`src/rtl/adc_pkg.sv`:
```
// adc_pkg
//   Shared types and helpers for the serial ADC capture block.
//   - adc_state_t : conversion sequencer states
//   - ADC_FRAME_BITS / ADC_DATA_BITS : default frame geometry (AD7476-class)
//   - adc_field() : extracts one channel's sample field from a captured frame
package adc_pkg;

  typedef enum logic [1:0] {
    IDLE  = 2'd0,
    SHIFT = 2'd1,
    QUIET = 2'd2
  } adc_state_t;

  localparam int unsigned ADC_FRAME_BITS = 16;
  localparam int unsigned ADC_DATA_BITS  = 12;

  // Keeps the last data_bits bits of a frame (leading bits are the converter's
  // zero/pad bits). When signed_out is set the field's MSB is inverted, turning
  // offset binary into two's complement.
  function automatic logic [31:0] adc_field(input logic [31:0] frame,
                                            input int unsigned data_bits,
                                            input logic        signed_out);
    logic [31:0] mask;
    logic [31:0] f;
    mask = (data_bits >= 32) ? '1 : ((32'd1 << data_bits) - 32'd1);
    f    = frame & mask;
    if (signed_out) f = f ^ (32'd1 << (data_bits - 1));
    return f;
  endfunction

endpackage

```
`src/rtl/adc_clk_div.sv`:
```
// adc_clk_div
//   Timing strobes for the ADC capture sequencer.
//   Ports:
//     clk_nexys  in   system clock
//     reset      in   asynchronous, active-low
//     enable     in   sample-rate counter runs while high, held at 0 otherwise
//     run        in   SCLK divider runs while high (frame in progress)
//     tick       out  one-cycle pulse on the cycle the sample counter wraps
//     sclk_fall  out  SCLK should go low at the next edge
//     sclk_rise  out  SCLK should go high at the next edge
module adc_clk_div #(
  parameter int unsigned CLK_DIV    = 2,
  parameter int unsigned SAMPLE_DIV = 2268
) (
  input  logic clk_nexys,
  input  logic reset,
  input  logic enable,
  input  logic run,
  output logic tick,
  output logic sclk_fall,
  output logic sclk_rise
);

  localparam int unsigned SW = (SAMPLE_DIV > 1) ? $clog2(SAMPLE_DIV) : 1;
  localparam int unsigned DW = (CLK_DIV > 1) ? $clog2(CLK_DIV) : 1;
  localparam logic [SW-1:0] SMP_LAST = SW'(SAMPLE_DIV - 1);
  localparam logic [DW-1:0] DIV_LOAD = DW'(CLK_DIV - 1);

  logic [SW-1:0] smp_cnt_q, smp_cnt_d;
  logic [DW-1:0] div_cnt_q, div_cnt_d;
  logic          phase_q, phase_d;
  logic          div_tc;

  always_comb begin
    tick = enable && (smp_cnt_q == SMP_LAST);
    if (!enable || tick) smp_cnt_d = '0;
    else                 smp_cnt_d = smp_cnt_q + SW'(1);

    // Half-period down-counter; phase 0 means the next toggle is a fall,
    // so every frame starts with a falling edge from the idle-high level.
    div_tc    = (div_cnt_q == '0);
    div_cnt_d = div_cnt_q;
    phase_d   = phase_q;
    if (!run) begin
      div_cnt_d = DIV_LOAD;
      phase_d   = 1'b0;
    end else if (div_tc) begin
      div_cnt_d = DIV_LOAD;
      phase_d   = ~phase_q;
    end else begin
      div_cnt_d = div_cnt_q - DW'(1);
    end
    sclk_fall = run && div_tc && !phase_q;
    sclk_rise = run && div_tc &&  phase_q;
  end

  always_ff @(posedge clk_nexys or negedge reset) begin
    if (!reset) begin
      smp_cnt_q <= '0;
      div_cnt_q <= DIV_LOAD;
      phase_q   <= 1'b0;
    end else begin
      smp_cnt_q <= smp_cnt_d;
      div_cnt_q <= div_cnt_d;
      phase_q   <= phase_d;
    end
  end

endmodule

```
`src/rtl/adc_spi_capture.sv`:
```
// adc_spi_capture
//   Multi-channel serial ADC capture: frames CS/SCLK at a fixed sample rate,
//   shifts all sdata lines in parallel and offers one aligned sample word on a
//   valid/ready handshake. A frame finishing while the previous word is still
//   pending and not being taken is dropped and flagged on the sticky overrun.
//   Build option: define ADC_SIGNED_OUT_EN to emit two's complement fields
//   (MSB of each field inverted); undefined gives raw unsigned codes.
//   Ports:
//     clk_nexys in  system clock          reset   in  async, active-low
//     enable    in  start conversions     sdata   in  [CHANNELS] serial data
//     SCLK      out serial clock          CS      out chip select, active-low
//     d_out     out sample word           valid   out d_out unconsumed
//     ready     in  consumer accepts      overrun out sticky drop flag
//
//   state | meaning
//   IDLE  | CS high, waiting for a sample tick
//   SHIFT | CS low, SCLK running, capturing FRAME_BITS bits
//   QUIET | CS high guard time; first cycle delivers the captured word
module adc_spi_capture
  import adc_pkg::*;
#(
  parameter int unsigned CHANNELS   = 2,
  parameter int unsigned FRAME_BITS = ADC_FRAME_BITS,
  parameter int unsigned DATA_BITS  = ADC_DATA_BITS,
  parameter int unsigned CLK_DIV    = 2,
  parameter int unsigned SAMPLE_DIV = 2268,
  parameter int unsigned QUIET_CYC  = 3
) (
  input  logic                          clk_nexys,
  input  logic                          reset,
  input  logic                          enable,
  input  logic [CHANNELS-1:0]           sdata,
  output logic                          SCLK,
  output logic                          CS,
  output logic [CHANNELS*DATA_BITS-1:0] d_out,
  output logic                          valid,
  input  logic                          ready,
  output logic                          overrun
);

`ifdef ADC_SIGNED_OUT_EN
  localparam logic SIGNED_OUT = 1'b1;
`else
  localparam logic SIGNED_OUT = 1'b0;
`endif

  localparam int unsigned BW = (FRAME_BITS > 1) ? $clog2(FRAME_BITS) : 1;
  localparam int unsigned QW = (QUIET_CYC > 1) ? $clog2(QUIET_CYC) : 1;

  if ((SAMPLE_DIV < 2*CLK_DIV*FRAME_BITS + QUIET_CYC + 2) ||
      (CHANNELS < 1) || (CHANNELS > 8) || (CLK_DIV < 1) || (QUIET_CYC < 1) ||
      (FRAME_BITS < 2) || (FRAME_BITS > 32) || (DATA_BITS < 1) ||
      (DATA_BITS > FRAME_BITS)) begin : g_bad_params
    $error("adc_spi_capture: parameter set violates frame/rate constraints");
  end

  logic tick, sclk_fall, sclk_rise;

  adc_state_t                    state_q;
  logic [FRAME_BITS-1:0]         shreg_q [CHANNELS];
  logic [BW-1:0]                 bit_cnt_q;
  logic [QW-1:0]                 quiet_cnt_q;
  logic                          done_q;
  logic                          sclk_q, cs_q, valid_q, overrun_q;
  logic [CHANNELS*DATA_BITS-1:0] dout_q;
  logic [CHANNELS*DATA_BITS-1:0] sample_d;

  adc_clk_div #(
    .CLK_DIV    (CLK_DIV),
    .SAMPLE_DIV (SAMPLE_DIV)
  ) u_clk_div (
    .clk_nexys (clk_nexys),
    .reset     (reset),
    .enable    (enable),
    .run       (state_q == SHIFT),
    .tick      (tick),
    .sclk_fall (sclk_fall),
    .sclk_rise (sclk_rise)
  );

  always_comb begin
    sample_d = '0;
    for (int k = 0; k < CHANNELS; k++) begin
      sample_d[k*DATA_BITS +: DATA_BITS] =
        DATA_BITS'(adc_field(32'(shreg_q[k]), DATA_BITS, SIGNED_OUT));
    end
  end

  always_ff @(posedge clk_nexys or negedge reset) begin
    if (!reset) begin
      state_q     <= IDLE;
      bit_cnt_q   <= '0;
      quiet_cnt_q <= '0;
      done_q      <= 1'b0;
      sclk_q      <= 1'b1;
      cs_q        <= 1'b1;
      valid_q     <= 1'b0;
      overrun_q   <= 1'b0;
      dout_q      <= '0;
      for (int k = 0; k < CHANNELS; k++) shreg_q[k] <= '0;
    end else begin
      if (valid_q && ready) valid_q <= 1'b0;

      case (state_q)
        IDLE: begin
          if (tick) begin
            state_q   <= SHIFT;
            cs_q      <= 1'b0;
            bit_cnt_q <= BW'(FRAME_BITS - 1);
          end
        end
        SHIFT: begin
          if (sclk_fall) sclk_q <= 1'b0;
          if (sclk_rise) begin
            sclk_q <= 1'b1;
            for (int k = 0; k < CHANNELS; k++)
              shreg_q[k] <= {shreg_q[k][FRAME_BITS-2:0], sdata[k]};
            if (bit_cnt_q == '0) begin
              state_q     <= QUIET;
              done_q      <= 1'b1;
              quiet_cnt_q <= QW'(QUIET_CYC - 1);
            end else begin
              bit_cnt_q <= bit_cnt_q - BW'(1);
            end
          end
        end
        QUIET: begin
          // Delivery sits one cycle after the last rising edge so the final
          // bit is already in the shift registers. A load here overrides the
          // handshake clear above, keeping valid high on a same-cycle accept.
          if (done_q) begin
            done_q <= 1'b0;
            cs_q   <= 1'b1;
            if (!valid_q || ready) begin
              dout_q  <= sample_d;
              valid_q <= 1'b1;
            end else begin
              overrun_q <= 1'b1;
            end
          end
          if (quiet_cnt_q == '0) state_q <= IDLE;
          else                   quiet_cnt_q <= quiet_cnt_q - QW'(1);
        end
        default: state_q <= IDLE;
      endcase
    end
  end

  assign SCLK    = sclk_q;
  assign CS      = cs_q;
  assign d_out   = dout_q;
  assign valid   = valid_q;
  assign overrun = overrun_q;

endmodule

```
`config.mk`:
```
export PLATFORM = sky130hd
export DESIGN_NAME = adc_spi_capture
export DESIGN_NICKNAME = d
export VERILOG_FILES = /design/src/rtl/adc_pkg.sv /design/src/rtl/adc_clk_div.sv /design/src/rtl/adc_spi_capture.sv
export SDC_FILE = /design/constraint.sdc
export NUM_CORES = 1
export LEC_CHECK = 0
export BUFFER_PORTS_ARGS = -buffer_cell sky130_fd_sc_hd__clkbuf_2
export CORE_ASPECT_RATIO = 1.75
export CORE_MARGIN = 5
export CORE_UTILIZATION = 42
export CTS_BUF_LIST = sky130_fd_sc_hd__clkbuf_16
export DETAILED_ROUTE_END_ITERATION = 10
export GPL_TIMING_DRIVEN = 0
export SETUP_SLACK_MARGIN = 0.2
export SLEW_MARGIN = 20
export SYNTH_ARGS = -nofsm -noshare
export SYNTH_HDL_FRONTEND = slang
export SYNTH_SLANG_ARGS = --single-unit
export TNS_END_PERCENT = 30
```
`constraint.sdc`:
```
create_clock -name clk_nexys -period 1.85 [get_ports clk_nexys]
set_input_delay 0.37 -clock clk_nexys [delete_from_list [all_inputs] [get_ports clk_nexys]]
set_output_delay 0.37 -clock clk_nexys [all_outputs]
set_load 0.005 [all_outputs]
```
==> metrics.md, run 1 <==
| Metric | Value |
|---|---|
| # fillers | `693` |
| Starting density of the core | `0.429` |
| Die area | `9600 sq um` |
| Critical Path AT | `1.79 ns` |
| Synth area leaders | `dfrtp_1, nand2_1, mux2_4` |
| Top cell type's share of synthesized area | `0.559` |
| Commonest cells in the netlist | `nand2_1, dfrtp_1, mux2_4` |
| Row Count | `42` |
| Worst-path cell chain | `nand3b_2 -> nor2b_2 -> buf_6 -> buf_12 -> mux2_4` |
| Mapped Area | `3230 sq um` |
| Hold_ws | `0.000170 ns` |
| Count leader, synth | `nand2_1` |
| CTS tree | `built` |
| Tmin final | `1.57 ns` |
| Total Wirelength | `5670 um` |
| Max Freq | `0.636 GHz` |
| Max stage delay on crit path | `0.51 ns` |
| GP Congestion | `0.752` |
| Antenna violations before repair | `0` |
| Leak pwr | `1.92 nW` |
| Vias in the first global route | `2147` |
| Largest net degree at the start of global routing | `48` |
| Post-route DRC | `0` |
| RSZ-0062 raised after global routing | `yes` |
| Final Hold Fails | `0` |
| YS warnings | `0` |
| I/O pins | `34` |
| Synth Instances | `280` |
| Worst Path Buf+Inv | `2` |
| Layout cells sized above 1 | `0.305` |
| Post-DP HPWL | `3970 um` |
| Setup violators final | `0` |
| Worst min path class | `input port to asynchronous set/reset pin` |
| DR vias | `2096` |
| FF-to-FF Start | `state_q[1]$_DFFE_PN0P_` |
| Max Buffers Root-to-Sink | `2` |
| Crit. End Element | `flop` |
| Aggregate global routing overflow | `0` |
| Worst Reg-to-Reg Cells | `5` |
| Power density over the cells | `1040 nW/um^2` |
| Number of library cell types mapped by synthesis | `43` |
| Core region area | `7510 sq um` |
| Crit Path Class | `flop to flop` |
| Cell accounting for the most synthesized area | `dfrtp_1` |
| R2R setup slack | `0.28 ns` |
| CP Launch Type | `flop` |
| CTS Buf Count | `9` |
| Post-route ant nets | `0` |
| Worst Path Max Fanout | `10` |
| Tightest Pin Transition | `0.431 ns` |
| Syn_nets | `289` |
| Top Family by Delay on Critical Path | `flip-flops` |
| Syn Area/Cell | `11.5 sq um` |
| CTS root buffer | `clkbuf_16` |
| Drt pass-1 iters | `4` |
| Clock sink count | `75` |
| Layout Cells excl Fill | `419` |
| Seq/Total Area, Yosys | `0.583` |
| Layout area overhead | `18.9%` |
| Port Buffer Count | `33` |
| Fin Setup TNS | `0 ns` |
| Synth Register Bits | `75` |
| Inst Count DP | `402` |
| Maxcap violations | `0` |
| Critical R2R Capture | `d_out[11]$_DFFE_PN0P_` |
| Post-synth EDFFs | `0` |
| Async set or reset register ratio after synthesis | `1.00` |
| Top FF cell, synth | `dfrtp_1` |
| Die width | `76.2 um` |
| H-tree levels | `3` |
| Worst VDD drop | `0.000591 V` |
| First-pass GRT wire length | `9860 um` |
| N_diodes | `0` |
| Drt initial violations | `104` |
| Setup Skew | `0.00510 ns` |
| Final Slew Violations | `0` |
| CTS clock-pin slew for the worst setup and hold paths | `0.05 ns` |
| Required @ worst endpoint | `2.06 ns` |
| Status | `finished clean` |
| DR vias/cell | `5.00` |
| GRT Util Overall | `0.128` |
| Clk_lat worst skew | `0.33 ns` |
| Highest-delay cell along the critical path | `dfrtp_1` |
| Die height | `126 um` |
| # nets final | `335` |
| Final worst path period share | `0.850` |
| Max_slew headroom | `0.712` |
| Drt wl/cell | `13.5 um` |
[layout by cell type (no fill, tap or decap), types with 4 or more instances in the layout]
cell,count
clkbuf_16,9
nor2_1,13
nor3_1,7
buf_2,6
mux2_2,4
xnor2_1,8
nand3_1,7
dfrtp_1,72
inv_1,6
mux2_4,20
nand2_1,86
clkbuf_2,32
[worst max-delay path by stage]
stage               slack (ns)  cells past startpoint                              from                  endpoint
CTS                       0.20                      5  u_clk_div.smp_cnt_q[0]$_DFF_PN0_  bit_cnt_q[0]$_DFFE_PN0P_
floorplan                 0.30                      6          bit_cnt_q[0]$_DFFE_PN0P_  bit_cnt_q[1]$_DFFE_PN0P_
detailed placement        0.17                      6          bit_cnt_q[0]$_DFFE_PN0P_  bit_cnt_q[1]$_DFFE_PN0P_
global route              0.19                      5  u_clk_div.smp_cnt_q[0]$_DFF_PN0_  bit_cnt_q[0]$_DFFE_PN0P_
global placement         -0.32                      1                             reset     d_out[20]$_DFFE_PN0P_
finish                    0.28                      5            state_q[1]$_DFFE_PN0P_     d_out[11]$_DFFE_PN0P_
[metrics by stage]
| stage | setup WS [ns] | power [W] | instance area [sq um] | util |
|---|---|---|---|---|
| after floorplan | 0.301 | 0.00226 | 3230 | - |
| after global placement | -0.318 | 0.00242 | 3500 | 0.466 |
| after detailed placement | 0.173 | 0.00245 | 3530 | 0.470 |
| after CTS | 0.204 | 0.00404 | 3810 | 0.506 |
| after global routing | 0.192 | 0.00421 | 3830 | 0.510 |
| final | 0.278 | 0.00401 | 3830 | 0.510 |
[routing by layer]
metal / vias up / routed length (um) / part of all wire / global-route usage
met5: - / 0 / 0 / 0
met4: 0 / 204 / 0.036 / 0.0896
met3: 13 / 219 / 0.039 / 0.0336
met2: 35 / 2760 / 0.49 / 0.199
met1: 1034 / 2480 / 0.44 / 0.151
li1: 1014 / - / - / -
[repair_timing]
action / in CTS / in global routing
setup endpoints to repair: 1 / 15
gates resized for setup: 2 / 5
hold buffers: 0 / 0
buffers inserted: 0 / 1
pin swaps: 0 / 2
[power by group]
group          total [W]  internal (W)  switching [W]  leakage, nW
clock network    0.00156      0.000898       0.000666        0.125
logic           0.000522      0.000252       0.000270        0.783
registers        0.00192       0.00179       0.000125         1.02
[state kept, by name, summed over array words and instances (netlist names)]
name                 count
valid                    1
sample_d                24
bit_cnt_q                4
overrun                  1
u_clk_div.div_cnt_q      1
d_out                   24
u_clk_div.smp_cnt_q     12
state_q                  2
u_clk_div.phase_q        1
done_q                   1
SCLK                     1
quiet_cnt_q              2
CS                       1
[cells by family after synthesis]
group | share of synthesized area
compound gates | 0.0415
buf+inv | 0.0380
simple gates | 0.189
mux | 0.110
xor+xnor | 0.0272
fa+ha+maj | 0.0116
flops | 0.583
[final cells by class]
class / count / area [sq um] / share of cell area
Sequential cell: 75 / 1880 / 0.491
Multi-Input combinational cell: 187 / 1250 / 0.325
Clock buffer: 9 / 225 / 0.0587
Timing Repair Buffer: 35 / 203 / 0.0529
Tap cell: 88 / 110 / 0.0287
Buffer: 10 / 92.6 / 0.0242
Clock inverter: 7 / 45.0 / 0.0117
Inverter: 8 / 30.0 / 0.00783
Power figures use the tool's default switching activity.
==> run 2: changes to the inputs <==
ABC_AREA = 1   (was unset)
clock period = 1.6 ns   (was 1.85 ns; I/O delays follow)
==> run 2 against run 1 <==
Fmax grew 16%. Register-to-register slack lost 0.03 ns. Critical path depth grew 3. Synthesized cell count grew 19%.
==> metrics.md, run 2 <==
| Metric | Value |
|---|---|
| GP Congestion | `0.800 (+6.3%)` |
| Post-route ant nets | `0 (unchanged)` |
| Status | `finished clean` |
| Max Buffers Root-to-Sink | `2 (unchanged)` |
| Crit Path Class | `flop to flop` |
| Top FF cell, synth | `dfrtp_1` |
| Multi-input logic area | `1160 sq um (-7.1%)` |
| Synth Register Bits | `75 (unchanged)` |
| Max_slew headroom | `0.696 (-0.0166)` |
| Port Buffer Count | `33 (unchanged)` |
| Drt initial violations | `105 (+0.96%)` |
| Worst VDD drop | `0.000706 V (+20%)` |
| Leak pwr | `1.85 nW (-3.8%)` |
| Worst min path class | `input port to flop` |
| Post-DP HPWL | `4430 um (+12%)` |
| I/O pins | `34 (unchanged)` |
| Clock sink count | `75 (unchanged)` |
| Seq/Total Area, Yosys | `0.591 (+0.00779)` |
| Layout area overhead | `24.5%` |
| Register area | `1880 sq um (+0.20%)` |
| N_diodes | `0 (unchanged)` |
| CTS Buf Count | `9 (unchanged)` |
| Commonest cells in the netlist | `nand2_1, dfrtp_1, inv_1` |
| Tmin final | `1.36 ns (-0.216 ns)` |
| Most frequent cells in the layout | `nand2_1, dfrtp_1, inv_1` |
| Starting density of the core | `0.427 (-0.00268)` |
| Final Hold Fails | `0 (unchanged)` |
| Most common cell after layout, fill and taps aside | `nand2_1` |
| Setup violators final | `0 (unchanged)` |
| CP Launch Type | `flop` |
| Die height | `125 um (-0.61%)` |
| Antenna violations before repair | `0 (unchanged)` |
| First-pass GRT wire length | `11200 um (+14%)` |
| DR vias/cell | `4.86 (-2.9%)` |
| Net Sw Power | `0.000791 W (-25%)` |
| Total Wirelength | `6400 um (+13%)` |
| Worst Path Max Fanout | `3 (-7)` |
| Maxcap violations | `0 (unchanged)` |
| Aggregate global routing overflow | `0 (unchanged)` |
| Number of library cell types mapped by synthesis | `28 (-35%)` |
| R2R setup slack | `0.24 ns (-0.03 ns)` |
| Sw Ratio | `0.194 (-0.0708)` |
| Post-layout util | `0.531 (+0.0210)` |
| Post-route DRC | `0 (unchanged)` |
| Syn_nets | `343 (+19%)` |
| # nets final | `395 (+18%)` |
| # fillers | `693 (unchanged)` |
| Synth area leaders | `dfrtp_1, nand2_1, inv_1` |
| Post-synth EDFFs | `0 (unchanged)` |
| Required @ worst endpoint | `1.82 ns (-0.24 ns)` |
| Layout cells sized above 1 | `0.262 (-0.0436)` |
| Vias in the first global route | `2404 (+12%)` |
| Core region area | `7460 sq um (-0.70%)` |
| Syn Area/Cell | `9.53 sq um (-17%)` |
| Async set or reset register ratio after synthesis | `1.00 (unchanged)` |
| Drt pass-1 iters | `4 (unchanged)` |
| Register share of total power | `0.474 (-0.005)` |
| DR vias | `2322 (+11%)` |
| Row Count | `42 (unchanged)` |
| Cell accounting for the most synthesized area | `dfrtp_1` |
| H-tree levels | `3 (unchanged)` |
| Clk_lat worst skew | `0.33 ns (about the same)` |
| Drt wl/cell | `13.4 um (-1.0%)` |
| Die area | `9490 sq um (-1.2%)` |
| Largest net degree at the start of global routing | `47 (-2.1%)` |
| Final worst path period share | `0.848 (-0.00210)` |
| Inst Count DP | `456 (+13%)` |
| Max Freq | `0.737 GHz (+16%)` |
| Layout Cells excl Fill | `478 (+14%)` |
| CTS root buffer | `clkbuf_16` |
| Setup Skew | `0.00586 ns (+0.000761 ns)` |
| Power density over the cells | `1030 nW/um^2 (-1.6%)` |
| Critical Path AT | `1.57 ns (-0.22 ns)` |
| Post-route cell area | `3960 sq um (+3.4%)` |
| Tightest Pin Transition | `0.456 ns (+0.0249 ns)` |
| GRT Util Overall | `0.152 (+0.0242)` |
| RSZ-0062 raised after global routing | `yes` |
| YS warnings | `0 (unchanged)` |
| CTS clock-pin slew for the worst setup and hold paths | `0.06 ns (about the same)` |
| Count leader, synth | `nand2_1` |
| Clk pwr share | `0.502 (+0.111)` |
| DP Area | `3490 sq um (-1.2%)` |
| CTS tree | `built` |
| Mapped Area | `3180 sq um (-1.3%)` |
| Crit. End Element | `flop` |
| Top cell type's share of synthesized area | `0.566 (+0.00747)` |
| Die width | `75.8 um (-0.58%)` |
| Final Slew Violations | `0 (unchanged)` |
| Pint | `0.00328 W (+12%)` |
| Comb pwr share | `0.024 (-0.106)` |
| Synth Instances | `334 (+19%)` |
[run 2: changes by cell type after synthesis, moves of 7 or more]
cell	previous run	this run
xnor2_1	8	0
o21ai_0	2	16
inv_1	8	40
mux2_4	20	2
nor2_1	13	20
o21ai_1	0	27
[run 2: final cells by class]
| class | count | area share |
|---|---|---|
| Buffer | 10 | 0.0259 |
| Clock buffer | 9 | 0.0568 |
| Clock inverter | 6 | 0.0189 |
| Inverter | 42 | 0.0398 |
| Multi-Input combinational cell | 207 | 0.292 |
| Sequential cell | 75 | 0.475 |
| Tap cell | 88 | 0.0278 |
| Timing Repair Buffer | 41 | 0.0631 |
[run 2: final timing paths]
| path | to | startpoint | depth (start not counted) |
|---|---|---|---|
| hold reg to reg | CS$_DFFE_PN1P_ | CS$_DFFE_PN1P_ | 2 |
| setup reg to reg | bit_cnt_q[3]$_DFFE_PN0P_ | bit_cnt_q[1]$_DFFE_PN0P_ | 8 |
| max in group asynchronous | sample_d[1]$_DFFE_PN0P_ | reset | 3 |
| min in group asynchronous | u_clk_div.smp_cnt_q[9]$_DFF_PN0_ | reset | 2 |
| setup / recovery | bit_cnt_q[3]$_DFFE_PN0P_ | bit_cnt_q[1]$_DFFE_PN0P_ | 8 |
| hold / removal | sample_d[12]$_DFFE_PN0P_ | sdata[1] | 3 |
[run 2: logic make-up (layout without fill, tap and decap cells)]
family                     Yosys count  in the layout  synth area share
DFF                                 75             75             0.591
adders and majority gates            3              3            0.0118
and+or+nand+nor                    139            139             0.197
xor gates and xnor gates             3              3           0.00826
muxes                                2              2           0.00943
AOI/OAI and AO/OA                   60             60             0.104
buffers and inverters               52            108            0.0790
[run 2: stage by stage]
stage / TNS (ns) / hold WS, ns / worst slack [ns] / power [W]
after floorplan: 0 / 0.0244 / 0.274 / 0.00199
after global placement: -32.38 / 0.456 / -0.452 / 0.00204
after detailed placement: 0 / 0.327 / 0.0566 / 0.00206
after CTS: 0 / 0.227 / 0.214 / 0.00413
after global routing: 0 / 0.265 / 0.131 / 0.00422
final: 0 / 0.245 / 0.244 / 0.00408
[run 2: layer usage]
layer / track usage / vias to the layer above / wire length, um
li1: - / 1165 / -
met1: 0.183 / 1116 / 2620
met2: 0.246 / 30 / 3470
met3: 0.0410 / 11 / 182
met4: 0.0680 / 0 / 121
met5: 0 / - / 0
[run 2: what timing repair did]
item / CTS / global route
pin swaps: 1 / 10
hold buffers: 1 / 0
buffers inserted: 1 / 5
endpoints found under the hold margin: 26 / 0
endpoints found under the setup margin: 14 / 20
gates resized for setup: 8 / 24
[run 2: power groups by stage]
stage | logic, W | clock network (W) | registers, W
2_1_floorplan | 0.0000270 | 0 | 0.00196
3_3_place_gp | 0.0000842 | 0 | 0.00196
3_5_place_dp | 0.0000953 | 0 | 0.00196
4_1_cts | 0.000101 | 0.00210 | 0.00193
5_1_grt | 0.000117 | 0.00218 | 0.00193
6_report | 0.0000996 | 0.00205 | 0.00193
[run 2: critical path, stage by stage (launching register included)]
cell     delay, ns
dfrtp_1       0.39
inv_1         0.10
ha_4          0.17
nand3_4       0.09
nor2_4        0.15
nor2_4        0.06
buf_4         0.14
nand4_1       0.09
nand2_1       0.06
